### src/rtl/sid_cmd_tx.sv
// UART command transmitter for the SID board link: queues {addr, data} register
// writes and serializes each as two 8N1 frames (address byte, then data byte).
module sid_cmd_tx #(
  parameter int unsigned CLK_FREQ   = 12_000_000,
  parameter int unsigned BAUD       = 115_200,
  parameter int unsigned DIVIDER    = CLK_FREQ / BAUD,
  parameter int unsigned FIFO_DEPTH = 4
) (
  input  logic       CLK_IN,
  input  logic       RST_IN,
  input  logic       CMD_VALID_i,
  output logic       CMD_READY_o,
  input  logic [4:0] CMD_ADDR_i,
  input  logic [7:0] CMD_DATA_i,
  output logic       RS232_TX_o,
  output logic       BUSY_o
);

  localparam int unsigned CW = $clog2(DIVIDER);
  localparam int unsigned AW = $clog2(FIFO_DEPTH);
  localparam logic [CW-1:0] CNT_LAST = CW'(DIVIDER - 1);
  localparam logic [AW:0]   FIFO_FULL = (AW + 1)'(FIFO_DEPTH);

  localparam logic [1:0] S_IDLE  = 2'd0;
  localparam logic [1:0] S_START = 2'd1;
  localparam logic [1:0] S_DATA  = 2'd2;
  localparam logic [1:0] S_STOP  = 2'd3;

  logic [12:0]   mem_q [FIFO_DEPTH];
  logic [AW-1:0] wr_q, rd_q;
  logic [AW:0]   fcount_q, fcount_d;
  logic          full, empty, push, pop;
  logic [12:0]   head;

  logic [1:0]    state_q, state_d;
  logic [CW-1:0] baud_q, baud_d;
  logic [2:0]    bit_q, bit_d, nxt_bit;
  logic          sel_q, sel_d;
  logic [4:0]    addr_q, addr_d;
  logic [7:0]    data_q, data_d;
  logic [7:0]    cur_byte;
  logic          tx_q, tx_d;
  logic          busy_q, busy_d;
  logic          bit_end;

  assign full        = (fcount_q == FIFO_FULL);
  assign empty       = (fcount_q == '0);
  assign push        = CMD_VALID_i && !full;
  assign head        = mem_q[rd_q];
  assign cur_byte    = sel_q ? data_q : {3'b000, addr_q};
  assign bit_end     = (baud_q == CNT_LAST);
  assign nxt_bit     = bit_q + 3'd1;
  assign CMD_READY_o = !full;
  assign RS232_TX_o  = tx_q;
  assign BUSY_o      = busy_q;

  always_comb begin
    state_d = state_q;
    baud_d  = bit_end ? '0 : baud_q + CW'(1);
    bit_d   = bit_q;
    sel_d   = sel_q;
    addr_d  = addr_q;
    data_d  = data_q;
    tx_d    = tx_q;
    pop     = 1'b0;
    case (state_q)
      S_IDLE: begin
        baud_d = '0;
        tx_d   = 1'b1;
        if (!empty) begin
          pop     = 1'b1;
          addr_d  = head[12:8];
          data_d  = head[7:0];
          sel_d   = 1'b0;
          tx_d    = 1'b0;
          state_d = S_START;
        end
      end
      S_START: if (bit_end) begin
        state_d = S_DATA;
        bit_d   = 3'd0;
        tx_d    = cur_byte[0];
      end
      S_DATA: if (bit_end) begin
        if (bit_q == 3'd7) begin
          state_d = S_STOP;
          tx_d    = 1'b1;
        end else begin
          bit_d = nxt_bit;
          tx_d  = cur_byte[nxt_bit];
        end
      end
      default: if (bit_end) begin
        // A queued command chains straight into its start bit with no idle cycle.
        if (!sel_q) begin
          sel_d   = 1'b1;
          tx_d    = 1'b0;
          state_d = S_START;
        end else if (!empty) begin
          pop     = 1'b1;
          addr_d  = head[12:8];
          data_d  = head[7:0];
          sel_d   = 1'b0;
          tx_d    = 1'b0;
          state_d = S_START;
        end else begin
          tx_d    = 1'b1;
          state_d = S_IDLE;
        end
      end
    endcase

    fcount_d = fcount_q;
    if (push && !pop)      fcount_d = fcount_q + (AW + 1)'(1);
    else if (!push && pop) fcount_d = fcount_q - (AW + 1)'(1);
    busy_d = (fcount_d != '0) || (state_d != S_IDLE);
  end

  always_ff @(posedge CLK_IN) begin
    if (push && !RST_IN) mem_q[wr_q] <= {CMD_ADDR_i, CMD_DATA_i};
  end

  always_ff @(posedge CLK_IN) begin
    if (RST_IN) begin
      wr_q     <= '0;
      rd_q     <= '0;
      fcount_q <= '0;
      state_q  <= S_IDLE;
      baud_q   <= '0;
      bit_q    <= '0;
      sel_q    <= 1'b0;
      addr_q   <= '0;
      data_q   <= '0;
      tx_q     <= 1'b1;
      busy_q   <= 1'b0;
    end else begin
      if (push) wr_q <= wr_q + AW'(1);
      if (pop)  rd_q <= rd_q + AW'(1);
      fcount_q <= fcount_d;
      state_q  <= state_d;
      baud_q   <= baud_d;
      bit_q    <= bit_d;
      sel_q    <= sel_d;
      addr_q   <= addr_d;
      data_q   <= data_d;
      tx_q     <= tx_d;
      busy_q   <= busy_d;
    end
  end

endmodule
### config.mk
export PLATFORM = sky130hd
export DESIGN_NAME = sid_cmd_tx
export DESIGN_NICKNAME = d
export VERILOG_FILES = /design/src/rtl/sid_cmd_tx.sv
export SDC_FILE = /design/constraint.sdc
export NUM_CORES = 1
export LEC_CHECK = 0
export BUFFER_PORTS_ARGS = -buffer_cell sky130_fd_sc_hd__buf_2
export CORE_MARGIN = 3
export CORE_UTILIZATION = 60
export DETAILED_ROUTE_END_ITERATION = 7
export GPL_TIMING_DRIVEN = 0
export HOLD_SLACK_MARGIN = 0.15
export PLACE_DENSITY = 0.88
export SYNTH_ARGS = -nofsm -noshare
export SYNTH_HDL_FRONTEND = slang
export SYNTH_SLANG_ARGS = --single-unit
export TNS_END_PERCENT = 100
### constraint.sdc
create_clock -name CLK_IN -period 2.5 [get_ports CLK_IN]
set_input_delay 0.25 -clock CLK_IN [delete_from_list [all_inputs] [get_ports CLK_IN]]
set_output_delay 0.25 -clock CLK_IN [all_outputs]
set_load 0.02 [all_outputs]
# Yosys cells after proc, flatten, opt, wreduce, memory -nomap -nowiden
# Memories as Yosys holds them, arrays and structs flattened. A register that Yosys moved wholly into a read port is not among the register bits.
# Index checks and enable logic that the tools add are counted.
# totals
output_inout_bits	3
word_cells	95
ff_bits	35
ramBits	52
inputBits	16
mem_count	1
# classes
eq_ne	9
n_mux	44
n_lt_le_gt_ge	1
bitwise	1
add_sub_neg	6
reduce_logical	22
# mem_list
memory	words	word_bits	rd	rd_ports_with_merged_regs	wr	line_no	text
mem_q	4	13	1	1	1	29	logic [12:0] mem_q [FIFO_DEPTH];
# ops
operator	n
two-way mux 8 bit	4
two-way mux 1 bit	17
one-hot mux 8 bit (2 select lines)	1
two-way mux 3 bit	5
two-way mux 5 bit	3
two-way mux 2 bit	7
one-hot mux 5 bit (2 select lines)	1
AND reduction 3 bit	3
!= test 2 bit, second input constant	4
nonzero test 2 bit	4
adder 7 x 1 -> 7 bit, second input constant	1
equality test 7 bit, second input constant	1
adder 3 x 1 -> 3 bit, second input constant	2
equality test 3 bit, second input constant	2
one-hot mux 2 bit (3 select lines)	1
one-hot mux 3 bit (2 select lines)	1
adder 2 x 1 -> 2 bit, second input constant	2
logical AND 1 bit	4
zero test 1 bit	4
less-than comparator 3 x 4 -> 1 bit, second input constant	1
one-hot mux 1 bit (2 select lines)	2
AND reduction 4 bit	1
binary-select mux 1 bit (select 3 bit)	1
zero test 3 bit	1
10 further kinds	10

# Longest topological paths before layout
# logic_depth
depth_word	10
depth_mapped	9
depth_no_buf	8

# Least setup slack after synthesis
# No wires, ideal clock.
# synth_path
path_type	reg-to-reg
startpoint	register state_q[0]
endpoint	register busy_q (netlist: BUSY_o)
synth_period_minus_slack_ns	2.070
setup_slack_ns	0.430
stages_incl_launch_ff	9
t_arrival_ns	1.943
n_path_buf	1
t_required_ns	2.373
setup_ns	0.127
path_cell_list	dfxtp_1 > ha_1 > clkbuf_1 > nand2_1 > o41a_1 > nor2_1 > a32o_2 > a31oi_1 > or3_1
# synth_via
elab_chain_len	8
elab_cells_between_ends	19
cone_classes	eq/ne (2); mux (9); reduce/logical (8)
# synth_lines
element	line_no	text
start: declaration	35	logic [1:0] state_q, state_d;
start signal: assignment	140	state_q <= state_d;
equality test 2 bit / equality test 2 x 1 -> 1 bit (equally long branches)	66	case (state_q)
OR reduction 2 bit (no line)	n/a	
one-hot mux 1 bit (2 select lines)	66	
logical AND 1 bit / zero test 1 bit (equally long branches)	115, 114	
two-way mux 3 bit / logical AND 1 bit (equally long branches)	115, 114	
two-way mux 3 bit	114	if (push && !pop) fcount_d = fcount_q + (AW + 1)'(1);
nonzero test 3 bit	116	busy_d = (fcount_d != '0) || (state_d != S_IDLE);
logical OR 1 bit (*)	116	
end signal: assignment	147	busy_q <= busy_d;
end: declaration	43	logic busy_q, busy_d;
# Every way passes the cells marked *; elsewhere a longest branch is shown, timed or not.
# A chain may end at the register's enable or synchronous reset.

# Final worst setup path
# Same ends and word-level chain as after synthesis.

==> reports/results.txt <==
status: finished clean
Avg Synthesized Cell Area: 12.5 µm²
Cells after Synth: 307
clock tree root buffer cell: clkbuf_8
via count of the first global-routing pass: 2,634
setup repair after global routing missed its margin: yes
global-route wire length before repair: 13,000 µm
most instantiated flip-flop cell in the synthesis netlist: edfxtp_1
Tightest Hold Check Type: in2reg
I/O Pins: 19
EDFF count, synth: 52
max capacitance violation total: 0
layout cells sized above 1: 19.0%
peak supply drop: 0.596 mV
clock-pin slew on the worst setup and hold paths: 0.10 ns
hold violation total from the final report: 0
area overhead of the layout relative to synthesis: 13.9%
Setup Buffers After CTS: 0
critical path class: reg2reg
delay of the slowest cell on the worst path: 0.38 ns
pin count of the biggest net entering global routing: 18
buffers from clock root to sink, at most: 2
buffers added on ports: 17
number of buffers created by CTS: 9
kind of launch point of the worst setup path: register
placed cell areas: 0.00402 mm²
final estimated routing congestion in global placement: 0.925
final HPWL from detailed placement: 4750 µm
max-slew violation total from the final report: 0
Crit path required time: 2.74 ns
clk sink count: 89
setup slack after layout: 0.125 ns
TritonCTS clock tree: done
dominant cell type by area after synthesis: edfxtp_1
Final nets: 377
number of remaining DRC errors: 0
starting DRC count in detailed routing: 180
Tcrit/Tclk final: 95.0%
share of the yosys chip area belonging to registers: 59.9%
minimum period implied by the final worst setup slack: 2.38 ns
per-cell routed wire length: 17.6 µm
worst path arrival time: 2.62 ns
number of distinct library cell variants in the gate-level netlist after synthesis: 43
remaining max-slew budget at the tightest pin: 60.6%
initial standard-cell utilization of the core: 63.4%
vias per cell: 6.02
pre-CTS setup slack: 0.0498 ns
worst hold slack after final layout: 0.250 ns
final design area excluding fillers: 0.00437 mm²
category of the worst setup path capture point: register
ys async rst share: 0%
routed wire length: 7500 µm
top cells by area in the synthesized netlist: edfxtp_1 41%, dfxtp_1 19%, mux4_2 9.4%
overall overflow remaining after global route: 0
Yosys Warn Count: 0
highest-delay cell along the critical path: dfxtp_1
Final ANT Viol Nets: 0
total setup violations reported at the end of the flow: 0
iteration count of the initial detailed-routing pass: 4
f_max: 421 MHz
global-route total usage across every layer: 23.2%
number of antenna repair diodes: 0
core area: 0.00606 mm²
fraction of synthesized cell area taken by the top area cell type: 40.7%
vias: 2,569
Synth Cell Area: 0.00384 mm²
H-tree depth: 3
syn_nets: 337
Die Wd: 86.0 µm
number of flip-flops and latches in the synthesized netlist: 89
Die Span Y: 86.0 µm
power density normalized to cell area: 966 mW/mm²
latest clock arrival within the worst-skew pair: 0.36 ns
initial antenna violation count: 0
die area: 0.00740 mm²
reported leakage power: 1.54 nW
std cell rows: 28
top fanout value on the critical path: 10
final setup skew: 0.0147 ns
transition at the pin with the smallest max-transition slack: 0.591 ns
cells along the critical path: inv_1 -> ha_1 -> clkbuf_1 -> nand2b_1 -> o41a_1 -> nor2_1 -> a32o_2 -> a31oi_1 -> or3_1
-- stage by stage --
step / util (%) / std cells / power, mW / TNS (ns)
final: 72.2 / 427 / 4.22 / 0
after global routing: 72.2 / 427 / 4.48 / -0.0682
after floorplan: - / 307 / 2.86 / 0
after CTS: 71.8 / 427 / 4.20 / 0
after detailed placement: 66.3 / 399 / 3.16 / 0
after global placement: 66.3 / 399 / 3.11 / 0
-- registers in the layout, summed over array words and instances, names as in the netlist, 2 cells and up, named ones only --
| name | flops |
|---|---|
| addr_q | 5 |
| baud_q | 7 |
| bit_q | 3 |
| data_q | 8 |
| fcount_q | 3 |
| mem_q | 52 |
| rd_q | 2 |
| state_q | 2 |
| wr_q | 2 |
-- cell type report --
class,instances,area [µm²]
sequential,89,2300
fill,382,1690
multi-input combinational,194,1460
timing repair buffer,30,215
clock buffer,9,124
tap,75,93.8
clock inverter,7,81.3
buffer,14,60.1
inverter,9,33.8
-- cell usage after synthesis, types with 3 or more instances --
master / number
nand3_1: 7
a22oi_1: 4
xnor2_1: 6
o21ai_0: 9
nor2_1: 28
nor2b_1: 3
xor2_1: 3
or3_1: 4
nand2b_1: 3
inv_1: 9
and2_1: 5
nor3_1: 3
a21oi_1: 23
nand2_1: 38
mux2_2: 3
dfxtp_1: 37
edfxtp_1: 52
mux4_2: 16
ha_1: 14
clkbuf_1: 9
buf_2: 4
-- where the power goes --
| part | switching [mW] | leakage (nW) | internal (mW) | total (mW) |
|---|---|---|---|---|
| clock network | 0.547 | 0.107 | 0.482 | 1.03 |
| registers | 0.133 | 0.774 | 1.76 | 1.90 |
| logic | 0.748 | 0.662 | 0.552 | 1.30 |
-- timing repair --
| item | 4_1_cts | 5_1_grt |
|---|---|---|
| hold buffers | 13 | 0 |
| endpoints found under the setup margin | 1 | 63 |
| endpoints found under the hold margin | 52 | 0 |
| resized for setup | 0 | 9 |
-- worst max-delay path: cells and delay by family (launching register included) --
kind                       cells  cell delay [ns]
DFF                            1             0.38
adders and majority gates      1             0.16
AOI/OAI and AO/OA              3             0.49
buffers and inverters          2             0.44
and+or+nand+nor                3             0.79
-- placed cells by master (no fill, tap or decap), types with 2 or more instances in the layout --
| cell | Yosys | final |
|---|---|---|
| o21ai_0 | 9 | 9 |
| xor2_1 | 3 | 3 |
| mux2_2 | 3 | 3 |
| o21ai_1 | 2 | 2 |
| clkbuf_8 | 0 | 9 |
| inv_1 | 9 | 9 |
| a22o_1 | 2 | 2 |
| nand2b_1 | 3 | 3 |
| inv_6 | 0 | 4 |
| xnor2_1 | 6 | 6 |
| clkbuf_2 | 1 | 2 |
| or3_1 | 4 | 4 |
| clkbuf_1 | 9 | 7 |
| edfxtp_1 | 52 | 52 |
| buf_2 | 4 | 21 |
| nor3_1 | 3 | 3 |
| a32oi_1 | 2 | 2 |
| a21oi_1 | 23 | 23 |
| nor2b_1 | 3 | 3 |
| nand2_1 | 38 | 38 |
| ha_1 | 14 | 13 |
| and2_2 | 0 | 4 |
| nor2_1 | 28 | 28 |
| mux2i_1 | 2 | 2 |
| o21a_1 | 2 | 2 |
| dfxtp_1 | 37 | 37 |
| a22oi_1 | 4 | 4 |
| dlygate4sd3_1 | 0 | 13 |
| mux4_2 | 16 | 16 |
| nand3_1 | 7 | 7 |
-- routing by layer --
| metal | track usage, % | up-vias | wire (µm) |
|---|---|---|---|
| li1 | - | 1207 | - |
| met1 | 30.0 | 1273 | 3160 |
| met2 | 38.0 | 72 | 3850 |
| met3 | 4.71 | 17 | 333 |
| met4 | 10.2 | 0 | 155 |
| met5 | 0 | - | 0 |
-- worst paths after layout --
check	slack, ns	endpoint	startpoint	cells past startpoint
setup / recovery	0.12	BUSY_o$_SDFF_PP0_	state_q[0]$_SDFF_PP0_	9
hold / removal	0.25	fcount_q[1]$_SDFF_PP0_	RST_IN	4
hold reg to reg	0.47	data_q[5]$_SDFFE_PP0P_	data_q[5]$_SDFFE_PP0P_	2
setup reg to reg	0.12	BUSY_o$_SDFF_PP0_	state_q[0]$_SDFF_PP0_	9
-- kinds of logic (layout without fill, tap and decap cells) --
kind of cell	Yosys count	after routing	share of synthesized area [%]
multiplexers	21	21	10.8
flip-flops	89	89	59.9
buffers and inverters	24	69	2.51
adder cells (fa/ha/maj)	14	14	4.56
AND/OR/NAND/NOR	95	95	11.1
AO/OA/AOI/OAI	55	55	9.09
XOR/XNOR	9	9	2.05
Power figures use the tool's default switching activity.
